==> src/rtl/mem_burst_ctrl.sv <==
// mem_burst_ctrl: sequences single or burst read/write requests onto a
// word-addressed memory with a combinational read port and a posedge write
// port. Write beats stream straight through to the memory. Each read beat
// takes one cycle to capture the memory word, then waits on the response
// channel until the consumer takes it.
module mem_burst_ctrl #(
  parameter int AW = 16,
  parameter int DW = 16,
  parameter int LW = 4
) (
  input  logic          i_clk,
  input  logic          i_rst,
  // request channel
  input  logic          i_req_valid,
  output logic          o_req_ready,
  input  logic          i_req_write,
  input  logic [AW-1:0] i_req_addr,
  input  logic [LW-1:0] i_req_len,
  // write beat channel
  input  logic          i_wdata_valid,
  output logic          o_wdata_ready,
  input  logic [DW-1:0] i_wdata,
  // read response channel
  output logic          o_rsp_valid,
  input  logic          i_rsp_ready,
  output logic [DW-1:0] o_rsp_data,
  // status
  output logic          o_done,
  output logic          o_busy,
  // memory port
  output logic          o_mem_we,
  output logic [AW-1:0] o_mem_addr,
  output logic [DW-1:0] o_mem_wdata,
  input  logic [DW-1:0] i_mem_rdata
);

  typedef enum logic [1:0] {
    S_IDLE = 2'd0,
    S_RD   = 2'd1,
    S_RSP  = 2'd2,
    S_WR   = 2'd3
  } state_t;

  state_t        r_state;
  state_t        w_state_next;

  logic [AW-1:0] r_cur_addr;
  logic [LW-1:0] r_beats_left;
  logic          r_rsp_valid;
  logic [DW-1:0] r_rsp_data;
  logic          r_done;

  // Handshake events for the current cycle.
  logic          w_accept;
  logic          w_wr_beat;
  logic          w_rsp_take;
  logic          w_beat_done;
  logic          w_last_beat;

  // beats_left counts beats remaining after the current one, so zero marks
  // the final beat of the burst.
  assign w_last_beat = (r_beats_left == '0);

  // State register.
  always_ff @(posedge i_clk or posedge i_rst) begin
    if (i_rst) begin
      r_state <= S_IDLE;
    end else begin
      r_state <= w_state_next;
    end
  end

  // Next-state logic.
  always_comb begin
    w_state_next = r_state;
    case (r_state)
      S_IDLE: begin
        if (i_req_valid) begin
          w_state_next = i_req_write ? S_WR : S_RD;
        end
      end
      S_RD: begin
        // The memory read is combinational, so a single cycle is enough
        // to capture the word.
        w_state_next = S_RSP;
      end
      S_RSP: begin
        if (r_rsp_valid && i_rsp_ready) begin
          w_state_next = w_last_beat ? S_IDLE : S_RD;
        end
      end
      S_WR: begin
        if (i_wdata_valid && w_last_beat) begin
          w_state_next = S_IDLE;
        end
      end
      default: begin
        w_state_next = S_IDLE;
      end
    endcase
  end

  // Output and handshake decode from the current state.
  always_comb begin
    o_req_ready   = (r_state == S_IDLE);
    o_wdata_ready = (r_state == S_WR);
    o_busy        = (r_state != S_IDLE);
    w_accept      = (r_state == S_IDLE) && i_req_valid;
    w_wr_beat     = (r_state == S_WR) && i_wdata_valid;
    w_rsp_take    = (r_state == S_RSP) && r_rsp_valid && i_rsp_ready;
    w_beat_done   = w_wr_beat || w_rsp_take;
    // The memory commits the write on the same edge that consumes the beat.
    o_mem_we      = w_wr_beat;
  end

  // Burst address and beat counter.
  always_ff @(posedge i_clk or posedge i_rst) begin
    if (i_rst) begin
      r_cur_addr   <= '0;
      r_beats_left <= '0;
    end else if (w_accept) begin
      r_cur_addr   <= i_req_addr;
      r_beats_left <= i_req_len;
    end else if (w_beat_done && !w_last_beat) begin
      // Address arithmetic wraps naturally at 2**AW.
      r_cur_addr   <= r_cur_addr + AW'(1);
      r_beats_left <= r_beats_left - LW'(1);
    end
  end

  // Read response holding register; data stays put until it is taken.
  always_ff @(posedge i_clk or posedge i_rst) begin
    if (i_rst) begin
      r_rsp_valid <= 1'b0;
      r_rsp_data  <= '0;
    end else if (r_state == S_RD) begin
      r_rsp_valid <= 1'b1;
      r_rsp_data  <= i_mem_rdata;
    end else if (w_rsp_take) begin
      r_rsp_valid <= 1'b0;
    end
  end

  // Completion pulse, high in the first IDLE cycle after the final beat.
  always_ff @(posedge i_clk or posedge i_rst) begin
    if (i_rst) begin
      r_done <= 1'b0;
    end else begin
      r_done <= w_beat_done && w_last_beat;
    end
  end

  assign o_mem_addr  = r_cur_addr;
  assign o_mem_wdata = i_wdata;
  assign o_rsp_valid = r_rsp_valid;
  assign o_rsp_data  = r_rsp_data;
  assign o_done      = r_done;

endmodule

==> config.mk <==
export PLATFORM = sky130hd
export DESIGN_NAME = mem_burst_ctrl
export DESIGN_NICKNAME = d
export VERILOG_FILES = /design/src/rtl/mem_burst_ctrl.sv
export SDC_FILE = /design/constraint.sdc
export NUM_CORES = 1
export LEC_CHECK = 0
export CAP_MARGIN = 20
export CORE_MARGIN = 2
export CORE_UTILIZATION = 41
export DETAILED_ROUTE_END_ITERATION = 8
export GPL_TIMING_DRIVEN = 1
export PLACE_DENSITY = 0.89
export SYNTH_ARGS = -nofsm -noshare
export SYNTH_HDL_FRONTEND = slang
export SYNTH_SLANG_ARGS = --single-unit
==> constraint.sdc <==
create_clock -name i_clk -period 3.8 [get_ports i_clk]
set_clock_uncertainty 0.05 [all_clocks]
set_input_delay 0.57 -clock i_clk [delete_from_list [all_inputs] [get_ports i_clk]]
set_output_delay 0.57 -clock i_clk [all_outputs]
set_load 0.01 [all_outputs]
# Word-level counts from Yosys, hierarchy flattened
# Index checks and enable logic that the tools add are counted.
op_classes:
  add_sub_neg: 2
  n_eq_ne: 6
  mux: 12
  reduce_logical: 16
ops:
  columns: ["cell", "n"]
  rows:
  - ["$mux 16", 2]
  - ["$add 16x1->16 const B", 1]
  - ["$logic_and 1x1->1", 8]
  - ["$mux 2", 4]
  - ["$mux 4", 2]
  - ["$pmux 2 s4", 1]
  - ["$reduce_bool 2->1", 3]
  - ["$eq 2x2->1 const B", 2]
  - ["$logic_not 4->1", 1]
  - ["$ne 2x2->1 const B", 2]
  - ["$sub 4x1->4 const B", 1]
  - ["$mux 1", 3]
  - ["$reduce_and 3->1", 1]
  - ["$eq 2x1->1 const B", 1]
  - ["$logic_not 2->1", 1]
  - ["$ne 2x1->1 const B", 1]
  - ["$logic_not 1->1", 1]
  - ["$logic_or 1x1->1", 1]
word_totals:
  reg_bits: 40
  inputBits: 58
  output_inout_bits: 54
  wordCells: 42

# Longest topological paths before layout
depth:
  depth_word: 7
  depth_mapped: 8
  mapped_depth_nobuf: 7

# Worst setup path before layout
# OpenSTA, ideal clock, no wires.
synth_path:
  path_type: "reg-to-reg"
  from: "register r_beats_left[0]"
  to: "register r_cur_addr[5], in the netlist o_mem_addr[5]"
  arrival_ps: 1567
  t_required_ps: 3613
  setup_slack_ps: 2045
  path_stages_with_launch: 9
  path_buffers: 1
  period_less_slack_ps: 1755
  cell_sequence: "dfrtp_1 -> inv_1 -> ha_1 -> or3b_4 -> o2111ai_4 -> buf_6 -> nor2_1 -> xnor2_1 -> a21oi_1"
synth_between:
  elab_chain_len: 4
synth_lines:
  columns: ["element", "line_no", "source"]
  rows:
  - ["from (decl)", "48", "logic [LW-1:0] r_beats_left;"]
  - ["from (signal assigned)", "123", "r_beats_left <= i_req_len;"]
  - ["from (signal assigned)", "127", "r_beats_left <= r_beats_left - LW'(1);"]
  - ["$logic_not 4->1", "62", "assign w_last_beat = (r_beats_left == '0);"]
  - ["$logic_not 1->1", "124", "end else if (w_beat_done && !w_last_beat) begin"]
  - ["$logic_and 1x1->1", "124", null]
  - ["$reduce_bool 2->1 (no line)", null, null]
  - ["to (signal assigned)", "122", "r_cur_addr <= i_req_addr;"]
  - ["to (signal assigned)", "126", "r_cur_addr <= r_cur_addr + AW'(1);"]
  - ["to (decl)", "47", "logic [AW-1:0] r_cur_addr;"]
# No other way between the ends.
# A chain may end at the register's enable or synchronous reset.

# Worst setup path in the final report
layout_path:
  from: "input port i_wdata_valid"
  to: "output port o_mem_we"
layout_between:
  elab_chain_len: 1
layout_lines:
  columns: ["element", "line_no", "source"]
  rows:
  - ["from (decl)", "20", "input logic i_wdata_valid,"]
  - ["$logic_and 1x1->1", "109", "w_wr_beat = (r_state == S_WR) && i_wdata_valid;"]
  - ["to (decl)", "31", "output logic o_mem_we,"]
# No other way between the ends.

==> reports/metrics.cfg <==
[outcome]
status = finished clean

[synthesis]
synth_cells = 205
avgSynthCellArea_um2 = 10.4
synthAdderAreaFrac = 0.0118
yosys.area_share.simple = 0.169
synth_ff_type = dfrtp_1
synth_xor_area_frac = 0.0701
async_flop_share = 1.00
ys_warn_count = 0
synth_cell_types = 33
synth-edff-count = 0
synth_seq_cells = 40
synth_top_family_by_area = simple AND/OR/NAND/NOR gates
synthMuxAreaShare = 0.0996
syn_area_um2 = 2120
synth_compound_area_frac = 0.0825
syn_nets = 265
yosysSeqAreaShare = 0.471

[clock_tree]
clock_sinks = 40
clk_pin_slew_worst_paths_ns = 0.08
insertion_delay_ns = 0.30
cts_setup_buffers = 0
cts-resized-gates = 0
cts_tree = done
root_buffer = clkbuf_8
cts-buffers-inserted = 5
cts_max_path_buffers = 2
cts_hold_buf = 0
htreeDepth = 2

[worst_setup_path]
critPathRequiredTime_ns = 3.18
slowest_stage = clkdlybuf4s50_1
critPathMaxStageDelay_ns = 0.52
crit_top_cell = clkdlybuf4s50_1
cp_cell_sequence = clkdlybuf4s50_1, and3_2, clkdlybuf4s50_1
criticalPathCategory = in -> out
start_kind = input port
cp_num_buf_inv = 2
path_max_fanout = 3
end_kind = primary output
worst-endpoint-arrival_ns = 1.78
cp_top_family = buffers and inverters

[floorplanning]
core_area_um2 = 5040
die_y_um = 76.0
rows = 26
dieArea_um2 = 5770
start_util = 0.421
fp.dieW_um = 76.0
ios = 112

[place]
numPortBuffers = 79
gp_congestion = 0.762
dpl.hpwl_mm = 3.54
placed_area_um2 = 2850

[final_layout]
post-route-util = 0.585
fin_nets = 329
diodes = 0
fillers = 436
stdcell_area_um2 = 2950
drive_above_1_share = 0.163
syn_to_final_growth_pct = 38.9

[global_route]
antenna_found_initial = 0
grt_use_total = 0.171
grt_pass1_vias = 1660
grt_overflow = 0
grt_max_degree = 26
grt_pass1_wl_mm = 7.90

[routing]
drt_first_iter_violations = 60
wl_mm = 4.77
drc = 0
drtPass1Iterations = 4
wl_per_cell_um = 14.0
vias = 1634
via_per_inst = 4.81
ant_nets = 0

[sta]
worstMarginPinSlew_ns = 0.860
worst_hold_slack_ns = 0.461
max_freq_mhz = 416
grt_setup_unrepaired = false
fin_crit_ns = 2.40
final-max-slew-violation-count = 0
slew_headroom = 0.426
finalSetupViolations = 0
fin_tns_setup_ns = 0
final.period_utilization = 0.632
final_hold_viol_count = 0

[flow_run]
drv_cap = 0

[power]
power.total_mw = 2.24
power_density_nw_per_um2 = 759
leakagePower_nw = 1.18
peakVddDrop_uv = 464

[min_path]
min_path_type = reg -> reg

==> state kept, by name, indices dropped and copies added, names as in the netlist <==
register / flops
o_rsp_valid: 1
r_state: 2
o_done: 1
o_rsp_data: 16
o_mem_addr: 16
r_beats_left: 4
==> power breakdown <==
group / total, mW / switching (mW) / internal [mW]
clock: 0.304 / 0.157 / 0.147
sequential: 0.830 / 0.193 / 0.637
combinational: 1.10 / 0.462 / 0.641
total: 2.24 / 0.812 / 1.43
==> synth_stat cells (2+ instances only) <==
master | number | area, um2
buf_4 | 17 | 128
nand3_1 | 5 | 25.0
buf_2 | 3 | 15.0
ha_1 | 2 | 25.0
clkbuf_1 | 3 | 11.3
mux2i_1 | 2 | 20.0
nor3_2 | 7 | 70.1
xnor2_1 | 16 | 140
a21oi_1 | 23 | 115
dfrtp_1 | 40 | 1000
o21ai_0 | 3 | 15.0
nand2_1 | 7 | 26.3
mux2_2 | 17 | 191
and2_2 | 2 | 15.0
and3_1 | 2 | 12.5
nor2_1 | 30 | 113
inv_1 | 10 | 37.5
==> worst register-to-register path: cells and delay by family (launching register included) <==
kind                   cells  cell delay (ns)
flip-flops                 1             0.55
AND/OR/NAND/NOR            2             0.60
buffers and inverters      1             0.37
multiplexers               1             0.36
==> logic make-up after synthesis <==
family                     after synthesis
DFF                                     40
buffers and inverters                   34
adders and majority gates                2
and+or+nand+nor                         64
xor gates and xnor gates                17
muxes                                   19
AOI/OAI and AO/OA                       29
==> cell usage in the layout (no fill, tap or decap), types with 3 or more instances in the layout <==
cell	synthesis	routed
a21oi_1	23	23
clkbuf_8	0	6
clkdlybuf4s50_1	0	79
dfrtp_1	40	40
inv_1	10	10
mux2_2	17	17
nand2_1	7	7
nand3_1	5	5
nor2_1	30	30
nor3_2	7	7
o21ai_0	3	3
xnor2_1	16	16
==> metal layers <==
metal,up-vias,global-route usage,share of wire,routed length (um)
met5,-,0,0,0
met4,0,0.0709,0.018,87
met3,10,0.0488,0.043,204
met2,32,0.287,0.51,2460
met1,794,0.206,0.42,2020
li1,798,-,-,-
==> through the flow <==
stage,cells,worst slack [ns]
3_3_place_gp,332,1.40
6_report,340,1.40
5_1_grt,340,1.38
4_1_cts,340,1.40
2_1_floorplan,205,2.05
3_5_place_dp,332,1.40
==> path summary, 6_finish.rpt <==
kind | startpoint | end | slack [ns] | cells after the start
setup / recovery | i_wdata_valid | o_mem_we | 1.40 | 3
hold / removal | o_rsp_data[11] | o_rsp_data[11] | 0.46 | 1
setup reg to reg | r_state[1] | r_beats_left[1] | 1.77 | 4
hold reg to reg | o_rsp_data[11] | o_rsp_data[11] | 0.46 | 1
max in group asynchronous | i_rst | o_rsp_data[13] | 2.35 | 3
min in group asynchronous | i_rst | o_rsp_data[11] | 0.59 | 2
==> area by class of cell <==
cell class	instances	area, um2	share of cell area
Clock buffer	6	82.6	0.0280
Clock inverter	2	15.0	0.00509
Inverter	10	37.5	0.0127
Multi-Input combinational cell	131	920	0.312
Sequential cell	40	1000	0.339
Tap cell	70	87.6	0.0297
Timing Repair Buffer	81	806	0.273
Note: power is estimated with default switching activity, not from simulation.
==> patch 1: new RTL, same flow settings <==
The parameter `DW` goes from 16 to 18.
--- a/src/rtl/mem_burst_ctrl.sv
+++ b/src/rtl/mem_burst_ctrl.sv
@@ -5,7 +5,7 @@
 // channel until the consumer takes it.
 module mem_burst_ctrl #(
   parameter int AW = 16,
-  parameter int DW = 16,
+  parameter int DW = 18,
   parameter int LW = 4
 ) (
   input  logic          i_clk,
Interface: changed (resized i_mem_rdata, i_wdata, o_mem_wdata and o_rsp_data); port bits go from 112 to 120. The function was not compared with the original's and may differ.
==> patch 1 against the unedited design <==
Maximum frequency decreased by 1.6%. Area after synthesis increased by 4.8%. Synthesized cell count increased by 0.98%. Routed wire length increased by 1.2%. First-iteration DRC count decreased by 63%. Sequential cell count increased by 2. Count of clock-buffer cells in the layout unchanged. Power increased by 11%. Setup slack got worse by 0.038 ns. Design area increased by 6.1%. Die area increased by 4.5%. Largest power group unchanged. Highest routed layer unchanged.
==> patch 1: results (changes against the unedited design) <==
[setup_path]
critPathArrivalTime_ns = 1.82  ; was 1.78 ns
timing.rr.end = o_mem_addr[10]  ; was r_beats_left[1]
r2r-start = r_beats_left[0]  ; was r_state[1]
r2r_slack_ns = 1.87  ; was 1.77 ns
r2r_cells = 7  ; was 4
path_max_fanout = 4  ; was 3

[synthesis]
synth_xor_area_frac = 0.0669  ; was 0.0701
syn_avg_cell_area_um2 = 10.7  ; was 10.4 um^2
seq_area_frac_synth = 0.472  ; was 0.471
syn_nets = 271  ; was 265
yosys-top-cells-count = dfrtp_1 (42), nor2_1 (28), a21oi_1 (21)  ; was dfrtp_1 (40), nor2_1 (30), a21oi_1 (23)
synthMuxAreaShare = 0.105  ; was 0.0996
synth-compound-area-share = 0.0889  ; was 0.0825
synthTopCellsByArea = dfrtp_1 (47%), mux2_2 (7.1%), buf_4 (6.1%)  ; was dfrtp_1 (47%), mux2_2 (9.0%), xnor2_1 (6.6%)
synthAdderAreaFrac = 0.0112  ; was 0.0118
synth_cell_types = 38  ; was 33

[layout]
nNetsFinal = 338  ; was 329
fill_cells = 449  ; was 436
drive_above_1_share = 0.145  ; was 0.163
antennaDiodeCount = 0  ; unchanged

[detailed_routing]
drt-total-wl_um = 4830  ; was 4770 um
drtIter0Drc = 22  ; was 60
via_per_inst = 4.93  ; was 4.81
wl_per_cell_um = 14.0  ; about the same

[global_route]
grtUsageTotal = 0.161  ; was 0.171
grt_max_degree = 43  ; was 26
grt_pass1_vias = 1680  ; was 1660
grt_pass1_wl_um = 7760  ; was 7900 um

[clocking]
cts_max_level = 2  ; unchanged
cts_made_buffers = 5  ; unchanged
cts_root_buffer = clkbuf_8  ; unchanged

[power]
switching_share = 0.344  ; was 0.363
ir_worst_vdd_mv = 0.387  ; was 0.464 mV
p_leak_uw = 0.00126  ; was 0.00118 uW

[timing]
fin_hold_ws_ns = 0.441  ; was 0.461 ns
slew_headroom = 0.420  ; was 0.426
finalHoldViolCount = 0  ; unchanged

[placement]
dp_hpwl_um = 3550  ; was 3540 um
io_buffers = 83  ; was 79
gp_congestion = 0.802  ; was 0.762

[hold_path]
hp-start = o_rsp_data[4]  ; was o_rsp_data[11]
hold_end = o_rsp_data[4]  ; was o_rsp_data[11]

[outcome]
outcome = completed  ; unchanged

-- patch 1: critical path, stage by stage --
cell and delay (ns):
clkdlybuf4s50_1 0.53, and3_2 0.19, clkdlybuf4s50_1 0.53
-- patch 1: cells by family (layout without fill, tap and decap cells) --
family,count (synthesis),in the layout
AOI/OAI and AO/OA,30,30
xor gates and xnor gates,17,17
adders and majority gates,2,2
buffers and inverters,30,98
DFF,42,42
muxes,21,21
and+or+nand+nor,65,65
-- patch 1: metrics by stage --
step	setup WS, ns	power [uW]	utilization	instance area, um^2
2_1_floorplan	2.08	1510	-	2220
3_3_place_gp	1.38	2020	0.577	2990
3_5_place_dp	1.36	2070	0.577	2990
4_1_cts	1.35	2520	0.605	3130
5_1_grt	1.33	2640	0.605	3130
6_report	1.36	2480	0.605	3130
-- patch 1: power by group through the flow --
stage / Sequential [uW] / Combinational, uW / Clock (uW)
after floorplan: 944 / 564 / 0
after global placement: 887 / 1130 / 0
after detailed placement: 903 / 1160 / 0
after CTS: 895 / 1170 / 449
after global routing: 932 / 1240 / 466
final: 894 / 1150 / 435
-- patch 1: area by class of cell --
class                      count  area, um^2  share of cell area
sequential                    42        1050               0.336
multi-input combinational    135         987               0.315
timing repair buffer          84         838               0.268
tap                           70        87.6              0.0280
clock buffer                   6        82.6              0.0264
clock inverter                 2        60.1              0.0192
inverter                       6        22.5             0.00720
-- patch 1: metal layers --
metal	wire, um	track usage	share of wire	vias to the layer above
met5	0	0	0	-
met4	59	0.0429	0.012	0
met3	316	0.0453	0.065	10
met2	2480	0.295	0.51	56
met1	1970	0.182	0.41	806
li1	-	-	-	828
==> patch 2: new RTL, same flow settings <==
Made on the original files. Re-encode `state_t` (4 states) as one-hot, 4 bits wide.
--- a/src/rtl/mem_burst_ctrl.sv
+++ b/src/rtl/mem_burst_ctrl.sv
@@ -34,11 +34,11 @@
   input  logic [DW-1:0] i_mem_rdata
 );
 
-  typedef enum logic [1:0] {
-    S_IDLE = 2'd0,
-    S_RD   = 2'd1,
-    S_RSP  = 2'd2,
-    S_WR   = 2'd3
+  typedef enum logic [3:0] {
+    S_IDLE = 4'b0001,
+    S_RD   = 4'b0010,
+    S_RSP  = 4'b0100,
+    S_WR   = 4'b1000
   } state_t;
 
   state_t        r_state;
Function: no difference found for any inputs over 10 cycles, from zero or initial values and one cycle with i_rst high; not proved beyond that.
==> patch 2 against the unedited design <==
Design area up 7.4%. Maximum frequency down 12%. Area after synthesis up 10%. Largest power group unchanged. Sequential cell count up 2. Hold slack worse by 0.00081 ns. Setup slack worse by 0.33 ns. Highest routed layer unchanged. Combinational power up 6%. Routed wire length up 19%. Non-clock buffer count up 1. Power up 6.7%.
==> patch 2: results (changes against the unedited design) <==
[synthesis]
synthTopCellsByArea = dfrtp_1 (44%), mux2_2 (7.7%), buf_4 (5.1%)  ; was dfrtp_1 (47%), mux2_2 (9.0%), xnor2_1 (6.6%)
synth-compound-area-share = 0.130  ; was 0.0825
syn_nets = 297  ; was 265
synthMuxAreaShare = 0.0771  ; was 0.0996
synthCells = 237  ; was 205
synthAdderAreaFrac = 0.0107  ; was 0.0118
synth_cell_types = 44  ; was 33
yosys-top-cells-count = dfrtp_1 (41), nor2_1 (20), buf_4 (16), mux2_2 (16), a31oi_1 (14)  ; was dfrtp_1 (40), nor2_1 (30), a21oi_1 (23)

[setup_path]
r2r_cells = 5  ; was 4
r2r_slack_ns = 1.30  ; was 1.77 ns
crit_start = r_state[0]  ; was i_wdata_valid
r2r-start = r_beats_left[0]  ; was r_state[1]

[power]
ir_worst_vdd_mv = 0.342  ; was 0.464 mV

[layout]
fill_cells = 491  ; was 436
final_cells = 368  ; was 340
multi_input_area_um2 = 1080  ; was 920 um^2
design.seq.count = 42  ; was 40
drive_above_1_share = 0.108  ; was 0.163
multi_input_gates = 158  ; was 131
n_all_buffers = 82  ; was 81
nNonClkInverters = 6  ; was 10
seq_area_um2 = 1050  ; was 1000 um^2
seq_share = 0.332  ; was 0.339

[detailed_routing]
drtIter0Drc = 111  ; was 60
drt-total-wl_um = 5660  ; was 4770 um
met1_length_um = 2400  ; was 2020 um
route.met2.wl_um = 2890  ; was 2460 um

[placement]
post-place-ws_ns = 1.35  ; was 1.40 ns
dp_hpwl_um = 4070  ; was 3540 um
place_area_um2 = 3060  ; was 2850 um^2
dp.cells = 360  ; was 332

[global_route]
grt_pass1_vias = 1943  ; was 1660
grt_max_degree = 43  ; was 26
grtUsageTotal = 0.182  ; was 0.171
use_met1 = 0.242  ; was 0.206

[outcome]
outcome = completed  ; unchanged

[hold_path]
hp-start = o_rsp_data[7]  ; was o_rsp_data[11]

[timing]
fin_hold_ws_ns = 0.460  ; was 0.461 ns
slew_headroom = 0.258  ; was 0.426

[die]
core_region_area_um2 = 5510  ; was 5040 um^2

==> patch 2: cell types whose count changed after synthesis, sizes merged, moves of 7 or more <==
cell	before	now
nor2	31	20
a31oi	1	14
or4	0	13
xnor2	16	0
a21oi	23	2
o31ai	0	9
nand4	1	8
==> patch 2: critical path, delay by kind of cell, from the launching register on <==
family	cells	cell delay, ns
flops	1	0.59
simple gates	1	0.58
buf+inv	1	0.66
==> patch 2: worst paths after layout <==
check / end
hold reg to reg: o_rsp_data[7]
min in group asynchronous: o_rsp_data[5]
setup / recovery: o_req_ready
setup reg to reg: r_state[1]
hold / removal: o_rsp_data[7]
max in group asynchronous: r_state[0]
==> patch 2: report_power, final <==
group / internal (uW) / leakage, uW / switching (uW) / total (uW)
registers: 663 / 0.000496 / 213 / 876
clock network: 197 / 0.0000524 / 145 / 342
logic: 646 / 0.000659 / 524 / 1170
total: 1510 / 0.00121 / 882 / 2390
